## config.mk

```make
export PLATFORM = sky130hd
export DESIGN_NAME = spi_flash
export DESIGN_NICKNAME = d
export VERILOG_FILES = /design/src/rtl/spi_flash.sv
export SDC_FILE = /design/constraint.sdc
export NUM_CORES = 1
export LEC_CHECK = 0
export ABC_AREA = 1
export CAP_MARGIN = 10
export CORE_ASPECT_RATIO = 0.6
export CORE_MARGIN = 4
export CORE_UTILIZATION = 44
export DETAILED_ROUTE_END_ITERATION = 10
export GPL_ROUTABILITY_DRIVEN = 0
export PLACE_DENSITY = 0.81
export SETUP_SLACK_MARGIN = 0.2
export SLEW_MARGIN = 20
export SYNTH_ARGS = -nofsm -noshare
export SYNTH_HDL_FRONTEND = slang
export SYNTH_SLANG_ARGS = --single-unit
```

## constraint.sdc

```tcl
create_clock -name clk -period 2.2 [get_ports clk]
set_input_delay 0.44 -clock clk [delete_from_list [all_inputs] [get_ports clk]]
set_output_delay 0.44 -clock clk [all_outputs]
set_load 0.005 [all_outputs]
```

## src/rtl/spi_flash.sv

```systemverilog
// Memory-mapped single-bit SPI master (mode 0, MSB first) for the serial configuration flash.
// Registers: DATA (0x0), STATUS (0x4), CS (0x8), DIV (0xC); only byte 0 of writes is used.
module spi_flash #(
  parameter logic [7:0] DEFAULT_DIV = 8'd3
) (
  input  logic        clk,
  input  logic        reset_n,
  input  logic [31:0] address_in,
  input  logic        sel_in,
  input  logic        read_in,
  output logic [31:0] read_value_out,
  input  logic [3:0]  write_mask_in,
  input  logic [31:0] write_value_in,
  output logic        flash_clk,
  output logic        flash_csn,
  output logic        flash_io0_out,
  output logic        flash_io0_en,
  input  logic        flash_io1_in,
  output logic        flash_io1_out,
  output logic        flash_io1_en
);

  typedef enum logic [1:0] {
    ST_IDLE = 2'd0,
    ST_LOW  = 2'd1,
    ST_HIGH = 2'd2
  } state_t;

  localparam logic [1:0] REG_DATA   = 2'd0;
  localparam logic [1:0] REG_STATUS = 2'd1;
  localparam logic [1:0] REG_CS     = 2'd2;
  localparam logic [1:0] REG_DIV    = 2'd3;

  state_t      state_r;
  logic [7:0]  div_r;
  logic [7:0]  phase_r;
  logic [2:0]  bit_cnt_r;
  logic [7:0]  shift_r;
  logic [7:0]  rx_byte_r;
  logic        busy_r;

  logic [1:0]  reg_sel_s;
  logic        wr_s;
  logic [7:0]  shift_next_s;
  logic        unused_s;

  assign reg_sel_s    = address_in[3:2];
  assign wr_s         = sel_in && write_mask_in[0];
  assign shift_next_s = {shift_r[6:0], flash_io1_in};
  assign unused_s     = ^{address_in[31:4], address_in[1:0], write_mask_in[3:1], write_value_in[31:8]};

  assign flash_io1_out = 1'b0;
  assign flash_io1_en  = 1'b0;

  // Transfer FSM plus the software-visible CS and DIV registers; writes only land while idle.
  always_ff @(posedge clk or negedge reset_n) begin
    if (!reset_n) begin
      state_r       <= ST_IDLE;
      div_r         <= DEFAULT_DIV;
      phase_r       <= 8'd0;
      bit_cnt_r     <= 3'd0;
      shift_r       <= 8'd0;
      rx_byte_r     <= 8'd0;
      busy_r        <= 1'b0;
      flash_clk     <= 1'b0;
      flash_csn     <= 1'b1;
      flash_io0_out <= 1'b0;
      flash_io0_en  <= 1'b0;
    end else begin
      flash_io0_en <= 1'b1;
      case (state_r)
        ST_IDLE: begin
          if (wr_s) begin
            case (reg_sel_s)
              REG_DATA: begin
                shift_r       <= write_value_in[7:0];
                flash_io0_out <= write_value_in[7];
                bit_cnt_r     <= 3'd7;
                phase_r       <= 8'd0;
                busy_r        <= 1'b1;
                state_r       <= ST_LOW;
              end
              REG_CS:     flash_csn <= write_value_in[0];
              REG_DIV:    div_r     <= write_value_in[7:0];
              REG_STATUS: busy_r    <= 1'b0;
              default:    busy_r    <= 1'b0;
            endcase
          end
        end
        ST_LOW: begin
          if (phase_r == div_r) begin
            flash_clk <= 1'b1;
            phase_r   <= 8'd0;
            state_r   <= ST_HIGH;
          end else begin
            phase_r <= phase_r + 8'd1;
          end
        end
        ST_HIGH: begin
          // MISO is captured on the edge that drops SCK; pad delay keeps it valid here.
          if (phase_r == div_r) begin
            shift_r   <= shift_next_s;
            flash_clk <= 1'b0;
            phase_r   <= 8'd0;
            if (bit_cnt_r == 3'd0) begin
              rx_byte_r <= shift_next_s;
              busy_r    <= 1'b0;
              state_r   <= ST_IDLE;
            end else begin
              bit_cnt_r     <= bit_cnt_r - 3'd1;
              flash_io0_out <= shift_r[6];
              state_r       <= ST_LOW;
            end
          end else begin
            phase_r <= phase_r + 8'd1;
          end
        end
        default: begin
          flash_clk <= 1'b0;
          busy_r    <= 1'b0;
          phase_r   <= 8'd0;
          state_r   <= ST_IDLE;
        end
      endcase
    end
  end

  // Registered read port; returns zero outside a read of this block so it can be OR-ed onto the bus.
  always_ff @(posedge clk or negedge reset_n) begin
    if (!reset_n) begin
      read_value_out <= 32'd0;
    end else if (sel_in && read_in) begin
      case (reg_sel_s)
        REG_DATA:   read_value_out <= {24'd0, rx_byte_r};
        REG_STATUS: read_value_out <= {30'd0, flash_csn, busy_r};
        REG_CS:     read_value_out <= {31'd0, flash_csn};
        REG_DIV:    read_value_out <= {24'd0, div_r};
        default:    read_value_out <= 32'd0;
      endcase
    end else begin
      read_value_out <= 32'd0;
    end
  end

endmodule

```

==> results.yml, run 1 <==
yosys:
  ys.flop_type: "dfrtp_1"
  yosysMostFrequentCell: "nand2_1"
  synthTopCellsByCount: "nand2_1 (104), dfrtp_1 (46), inv_1 (38), buf_4 (27), o21ai_0 (21)"
  synth_top_cell_by_area: "dfrtp_1"
  synth.avg_cell_area_um2: 8.21
  synth_cell_types: 33
  synth.top_cell.area_share: 0.409
  yosysSeqAreaShare: 0.437
  ys_warn_count: 0
  synthCells: 343
  synthTopCellsByArea: "dfrtp_1 (41%), nand2_1 (14%), buf_4 (7.2%)"
  ys_seq_elements: 49
  synth_edf_count: 0
  syn_area_um2: 2820
  async_flop_share: 1.00
sta:
  fin_crit_sh: 0.841
  setup_viol: 0
  maxSlewViolCount: 0
  setup_tns_ns: 0
  clock.fmax_mhz: 540
  post-route-min-period_ns: 1.85
  rsz0062_at_grt: "false"
  hold_violations: 0
  finClkSkew_ns: 0.00743
setup_path:
  reg2reg_to: "rx_byte_r[1]$_DFFE_PN0P_"
  required_ns: 1.76
  slowest_stage: "dfstp_2"
  cp.buffers_inverters: 1
  path_depth: 1
  cp_max_fo: 4
  crit_chain: "clkdlybuf4s50_1"
  r2r_cells: 7
  worstSetupPathType: "reg -> out"
  r2r_start: "state_r[0]$_DFFE_PN0P_"
  path_delay_family: "flip-flops"
  max_stage_delay_ns: 0.59
  cp-endpoint: "flash_csn"
  startpoint: "flash_csn$_DFFE_PN1P_"
  cp-start-kind: "flip-flop"
  worstPathArrival_ns: 1.41
  r2r_setup_slack_ns: 0.41
  setup.worst_path.end_class: "primary output"
grt:
  grt.overflow.total: 0
  grt_usage: 0.153
  grt_pass1_wl_um: 9680
  antenna_found_initial: 0
  grt_max_degree: 50
  grt_pass1_vias: 2013
clock_network:
  clockBufferDepth: 2
  clkSinkCount: 49
  clk-insertion-delay-late_ns: 0.31
  tritoncts: "done"
  htree_levels: 2
  cts_setup_buffers: 0
  numCtsBuffers: 5
  root_buffer: "clkbuf_8"
  clk_pin_slew_ns: 0.10
floorplanning:
  initial_core_util: 0.457
  ios: 111
  die_width_um: 111
  die_area_um2: 7780
  rows: 22
  core_um2: 6170
  die_h_um: 70.0
layout:
  post-route-util: 0.515
  drive_above_1_share: 0.131
  nets: 454
  fillers: 609
  diodes: 0
  area_growth_pct: 12.8
drt:
  final_antenna_net_count: 0
  drt_wl_total_um: 5880
  routed_via_density: 4.69
  drt_iter0_markers: 152
  firstDrtPassIters: 4
  num_vias: 2153
  drc: 0
  wl_per_cell_um: 12.8
worst_hold_path:
  hold_class: "in -> async"
status:
  status: "completed"
pwr:
  p_leak_nw: 1.56
  powerDensity_nw_per_um2: 1090
  vdd_ir_drop_max_mv: 0.563
placement:
  numPortBuffers: 27
  dp_hpwl_um: 4590
job:
  drv_cap: 0
registers in the layout (all words and copies together), names as in the netlist:
name	count
shift_r	7
bit_cnt_r	3
flash_csn	1
rx_byte_r	8
flash_io0_out	1
div_r	8
phase_r	8
flash_io0_en	1
busy_r	1
read_value_out	8
state_r	2
flash_clk	1
routing by layer:
| layer | routed length [um] | global-route usage | share of wire | vias up |
|---|---|---|---|---|
| met5 | 0 | 0 | 0 | - |
| met1 | 3030 | 0.233 | 0.51 | 1017 |
| met2 | 2480 | 0.212 | 0.42 | 44 |
| met3 | 353 | 0.0442 | 0.060 | 2 |
| li1 | - | - | - | 1090 |
| met4 | 15 | 0.0364 | 0.0026 | 0 |
timing repair:
action                                 CTS  global route
gates resized for setup                  1             1
endpoints found under the hold margin    0             0
setup endpoints to repair                8             5
hold buffers                             0             0
worst min path at each step:
stage | from | endpoint
floorplan | reset_n | bit_cnt_r[0]$_DFFE_PN0P_
global placement | reset_n | phase_r[5]$_DFFE_PN0P_
detailed placement | reset_n | phase_r[6]$_DFFE_PN0P_
CTS | reset_n | read_value_out[0]$_DFF_PN0_
global route | reset_n | phase_r[6]$_DFFE_PN0P_
finish | reset_n | phase_r[7]$_DFFE_PN0P_
area by class of cell:
type                            count  area [um2]  share of cell area
Tap cell                           84         105              0.0331
Clock inverter                      3        25.0             0.00788
Multi-Input combinational cell    243        1270               0.400
Timing Repair Buffer               32         315              0.0993
Clock buffer                        5        68.8              0.0217
Sequential cell                    49        1230               0.387
Inverter                           43         161              0.0508
cells by family (layout without fill, tap and decap cells):
| group | Yosys count | in the layout | synth area share |
|---|---|---|---|
| and+or+nand+nor | 148 | 148 | 0.241 |
| buffers and inverters | 76 | 83 | 0.148 |
| AOI/OAI and AO/OA | 54 | 54 | 0.118 |
| DFF | 49 | 49 | 0.437 |
| adders and majority gates | 7 | 7 | 0.0311 |
| xor gates and xnor gates | 7 | 7 | 0.0218 |
| other | 2 | 27 | 0.00267 |
per-stage QoR:
stage,power (W),setup slack (ns),cell area (um2),hold WS (ns),cells
after floorplan,0.00252,0.653,2910,0.144,368
after global placement,0.00282,0.251,3070,0.446,451
after detailed placement,0.00289,0.198,3070,0.453,451
after CTS,0.00347,0.320,3170,0.108,459
after global routing,0.00376,0.266,3180,0.117,459
final,0.00345,0.349,3180,0.0961,459
cell usage in the layout, fill, tap and decap left out, drive strengths merged:
cell and count:
a21oi 15, a31oi 1, buf 6, clkbuf 5, clkdlybuf4s50 26, clkinvlp 1, conb 27, dfrtp 46
dfstp 3, ha 7, inv 45, nand2 111, nand3 14, nand4 9, nor2 12, nor3 1
nor4 1, o211ai 2, o21ai 35, o21bai 1, xnor2 4, xor2 3
power by group:
group	total, W	switching (W)	internal [W]
sequential	0.00137	0.000199	0.00117
combinational	0.00151	0.000954	0.000558
clock	0.000572	0.000340	0.000233
(Power assumes the default switching activity.)
==> run 2, diff against run 1 <==
--- a/config.mk
+++ b/config.mk
@@ -9,10 +9,10 @@
 export CAP_MARGIN = 10
 export CORE_ASPECT_RATIO = 0.6
 export CORE_MARGIN = 4
-export CORE_UTILIZATION = 44
+export CORE_UTILIZATION = 40
 export DETAILED_ROUTE_END_ITERATION = 10
 export GPL_ROUTABILITY_DRIVEN = 0
-export PLACE_DENSITY = 0.81
+export PLACE_DENSITY = 0.77
 export SETUP_SLACK_MARGIN = 0.2
 export SLEW_MARGIN = 20
 export SYNTH_ARGS = -nofsm -noshare
==> constraint.sdc (replaced) <==
create_clock -name clk -period 1.7 [get_ports clk]
set_input_delay 0.34 -clock clk [delete_from_list [all_inputs] [get_ports clk]]
set_output_delay 0.34 -clock clk [all_outputs]
set_load 0.005 [all_outputs]
==> run 2 against run 1 <==
Compared with the run above:
- largest power group unchanged
- utilization grew 1.7 points
- non-clock buffer count grew 30
- wire length grew 17%
- clock-buffer cell count is the same
- clock power grew 77%
- largest cell class unchanged
- power grew 58%
- register-to-register slack lost 0.21 ns
==> results.yml, run 2 (synthesized netlist as in run 1, its figures left out) <==
drt:
  drc: 0
  final_antenna_net_count: 0
  num_vias: 2333
  drt_wl_total_um: 6870
  drt_iter0_markers: 160
  wl_per_cell_um: 13.9
  routed_via_density: 4.73
  firstDrtPassIters: 4
clock_network:
  htree_levels: 2
  numCtsBuffers: 5
  clockBufferDepth: 2
  root_buffer: "clkbuf_16"
  clkSinkCount: 49
  tritoncts: "done"
  clk-insertion-delay-late_ns: 0.29
  clk_pin_slew_ns: 0.07
grt:
  grt_usage: 0.159
  grt.overflow.total: 0
  antenna_found_initial: 0
  grt_pass1_vias: 2096
  grt_pass1_wl_um: 10400
  grt_max_degree: 50
layout:
  nets: 485
  drive_above_1_share: 0.239
  area_growth_pct: 28.0
  postLayoutCellArea_um2: 3600
  final_cell_mix: "nand2_1 (93), dfrtp_1 (45), inv_1 (35)"
  diodes: 0
  fillers: 614
  final_common_cell: "nand2_1"
  post-route-util: 0.533
sta:
  rsz0062_at_grt: "true"
  setup_viol: 0
  maxSlewViolCount: 0
  clock.fmax_mhz: 665
  fin_crit_sh: 0.885
  post-route-min-period_ns: 1.50
  finClkSkew_ns: 0.00919
  hold_violations: 0
placement:
  dp_hpwl_um: 4750
  numPortBuffers: 27
  placed_area_um2: 3180
setup_path:
  required_ns: 1.93
  setup.worst_path.end_class: "flip-flop"
  max_stage_delay_ns: 0.55
  worstPathArrival_ns: 1.73
  slowest_stage: "dfstp_2"
  worstSetupPathType: "reg -> reg"
  r2r_setup_slack_ns: 0.20
  crit_chain: "nand2_1, nand2_1, nand2_1, nor2_4, nand2_4, nand2_8, buf_6, nand4_1, nand2_1"
  r2r_cells: 9
  cp-start-kind: "flip-flop"
  cp_max_fo: 7
  cpMostUsedCell: "nand2_1"
floorplanning:
  die_area_um2: 8490
  ios: 111
  die_width_um: 116
  rows: 23
  initial_core_util: 0.416
  core_um2: 6760
  die_h_um: 73.0
pwr:
  p_leak_nw: 1.81
  powerDensity_nw_per_um2: 1520
  vdd_ir_drop_max_mv: 0.752
job:
  drv_cap: 0
status:
  status: "completed"
worst_hold_path:
  hold_class: "in -> async"
## run 2: cell count changes in the layout (fill, tap and decap cells not counted), moves of 2 or more
cell	previous run	this run
buf_4	4	31
buf_6	0	3
clkbuf_16	0	5
clkbuf_8	5	0
clkdlybuf4s50_1	26	21
dlymetal6s2s_1	0	4
ha_4	0	2
inv_1	38	35
inv_2	5	7
nand2_1	104	93
nand2_2	5	15
nand3_4	2	4
## run 2: cell type report
| type | count | area (um2) | area share |
|---|---|---|---|
| multi-input cells | 244 | 1390 | 0.385 |
| well taps | 87 | 109 | 0.0302 |
| inverters | 43 | 164 | 0.0455 |
| clock buffers | 5 | 125 | 0.0347 |
| repair buffers | 62 | 561 | 0.156 |
| flip-flops and latches | 49 | 1230 | 0.342 |
| clock inverters | 3 | 25.0 | 0.00695 |
## run 2: what timing repair did
action / in CTS / in global routing
buffers inserted: 1 / 17
hold endpoints to repair: 0 / 0
resized for setup: 15 / 22
pin swaps: 4 / 14
setup endpoints to repair: 39 / 35
gates cloned: 0 / 1
hold buffers: 0 / 0
## run 2: stage by stage
step | power, W | setup WS, ns | TNS [ns] | std cells | hold slack (ns)
after floorplan | 0.00328 | 0.213 | 0 | 368 | 0.0444
after detailed placement | 0.00388 | -0.0613 | -0.753 | 466 | 0.350
after CTS | 0.00510 | 0.206 | 0 | 475 | 0.0348
after global routing | 0.00587 | 0.0985 | 0 | 493 | 0.0466
after global placement | 0.00379 | -0.0213 | -0.161 | 466 | 0.347
final | 0.00547 | 0.196 | 0 | 493 | 0.00664
## run 2: critical path, delay by kind of cell (launching register included)
kind / cells / cell delay (ns)
AND/OR/NAND/NOR: 8 / 0.75
buffers and inverters: 1 / 0.14
flip-flops: 1 / 0.55
## run 2: worst paths after layout
| path | from | to |
|---|---|---|
| max | div_r[0]$_DFFE_PN1P_ | shift_r[6]$_DFFE_PN0P_ |
| min | reset_n | phase_r[7]$_DFFE_PN0P_ |
| max reg2reg | div_r[0]$_DFFE_PN1P_ | shift_r[6]$_DFFE_PN0P_ |
| min reg2reg | flash_clk$_DFFE_PN0P_ | flash_clk$_DFFE_PN0P_ |
| max in group asynchronous | reset_n | div_r[1]$_DFFE_PN1P_ |
| min in group clk | flash_clk$_DFFE_PN0P_ | flash_clk$_DFFE_PN0P_ |
## run 2: layer usage
| metal | up-vias | wire, um | GRT usage |
|---|---|---|---|
| met5 | - | 0 | 0 |
| met4 | 0 | 31 | 0.0309 |
| met3 | 5 | 515 | 0.0398 |
| met2 | 62 | 3120 | 0.222 |
| met1 | 1099 | 3200 | 0.247 |
| li1 | 1167 | - | - |
## run 2: where the power goes
group          internal, W  switching [W]  total, W
Clock             0.000553       0.000461   0.00101
Combinational      0.00116        0.00152   0.00268
Sequential         0.00152       0.000257   0.00177
==> run 3, diff against run 2 <==
--- a/config.mk
+++ b/config.mk
@@ -6,15 +6,15 @@
 export NUM_CORES = 1
 export LEC_CHECK = 0
 export ABC_AREA = 1
-export CAP_MARGIN = 10
+export CAP_MARGIN = 20
 export CORE_ASPECT_RATIO = 0.6
 export CORE_MARGIN = 4
 export CORE_UTILIZATION = 40
+export CTS_CLUSTER_DIAMETER = 100
 export DETAILED_ROUTE_END_ITERATION = 10
 export GPL_ROUTABILITY_DRIVEN = 0
 export PLACE_DENSITY = 0.77
 export SETUP_SLACK_MARGIN = 0.2
-export SLEW_MARGIN = 20
 export SYNTH_ARGS = -nofsm -noshare
 export SYNTH_HDL_FRONTEND = slang
 export SYNTH_SLANG_ARGS = --single-unit
==> results of run 3 <==
No change in the layout: final DEF, timing and power equal those of run 2.
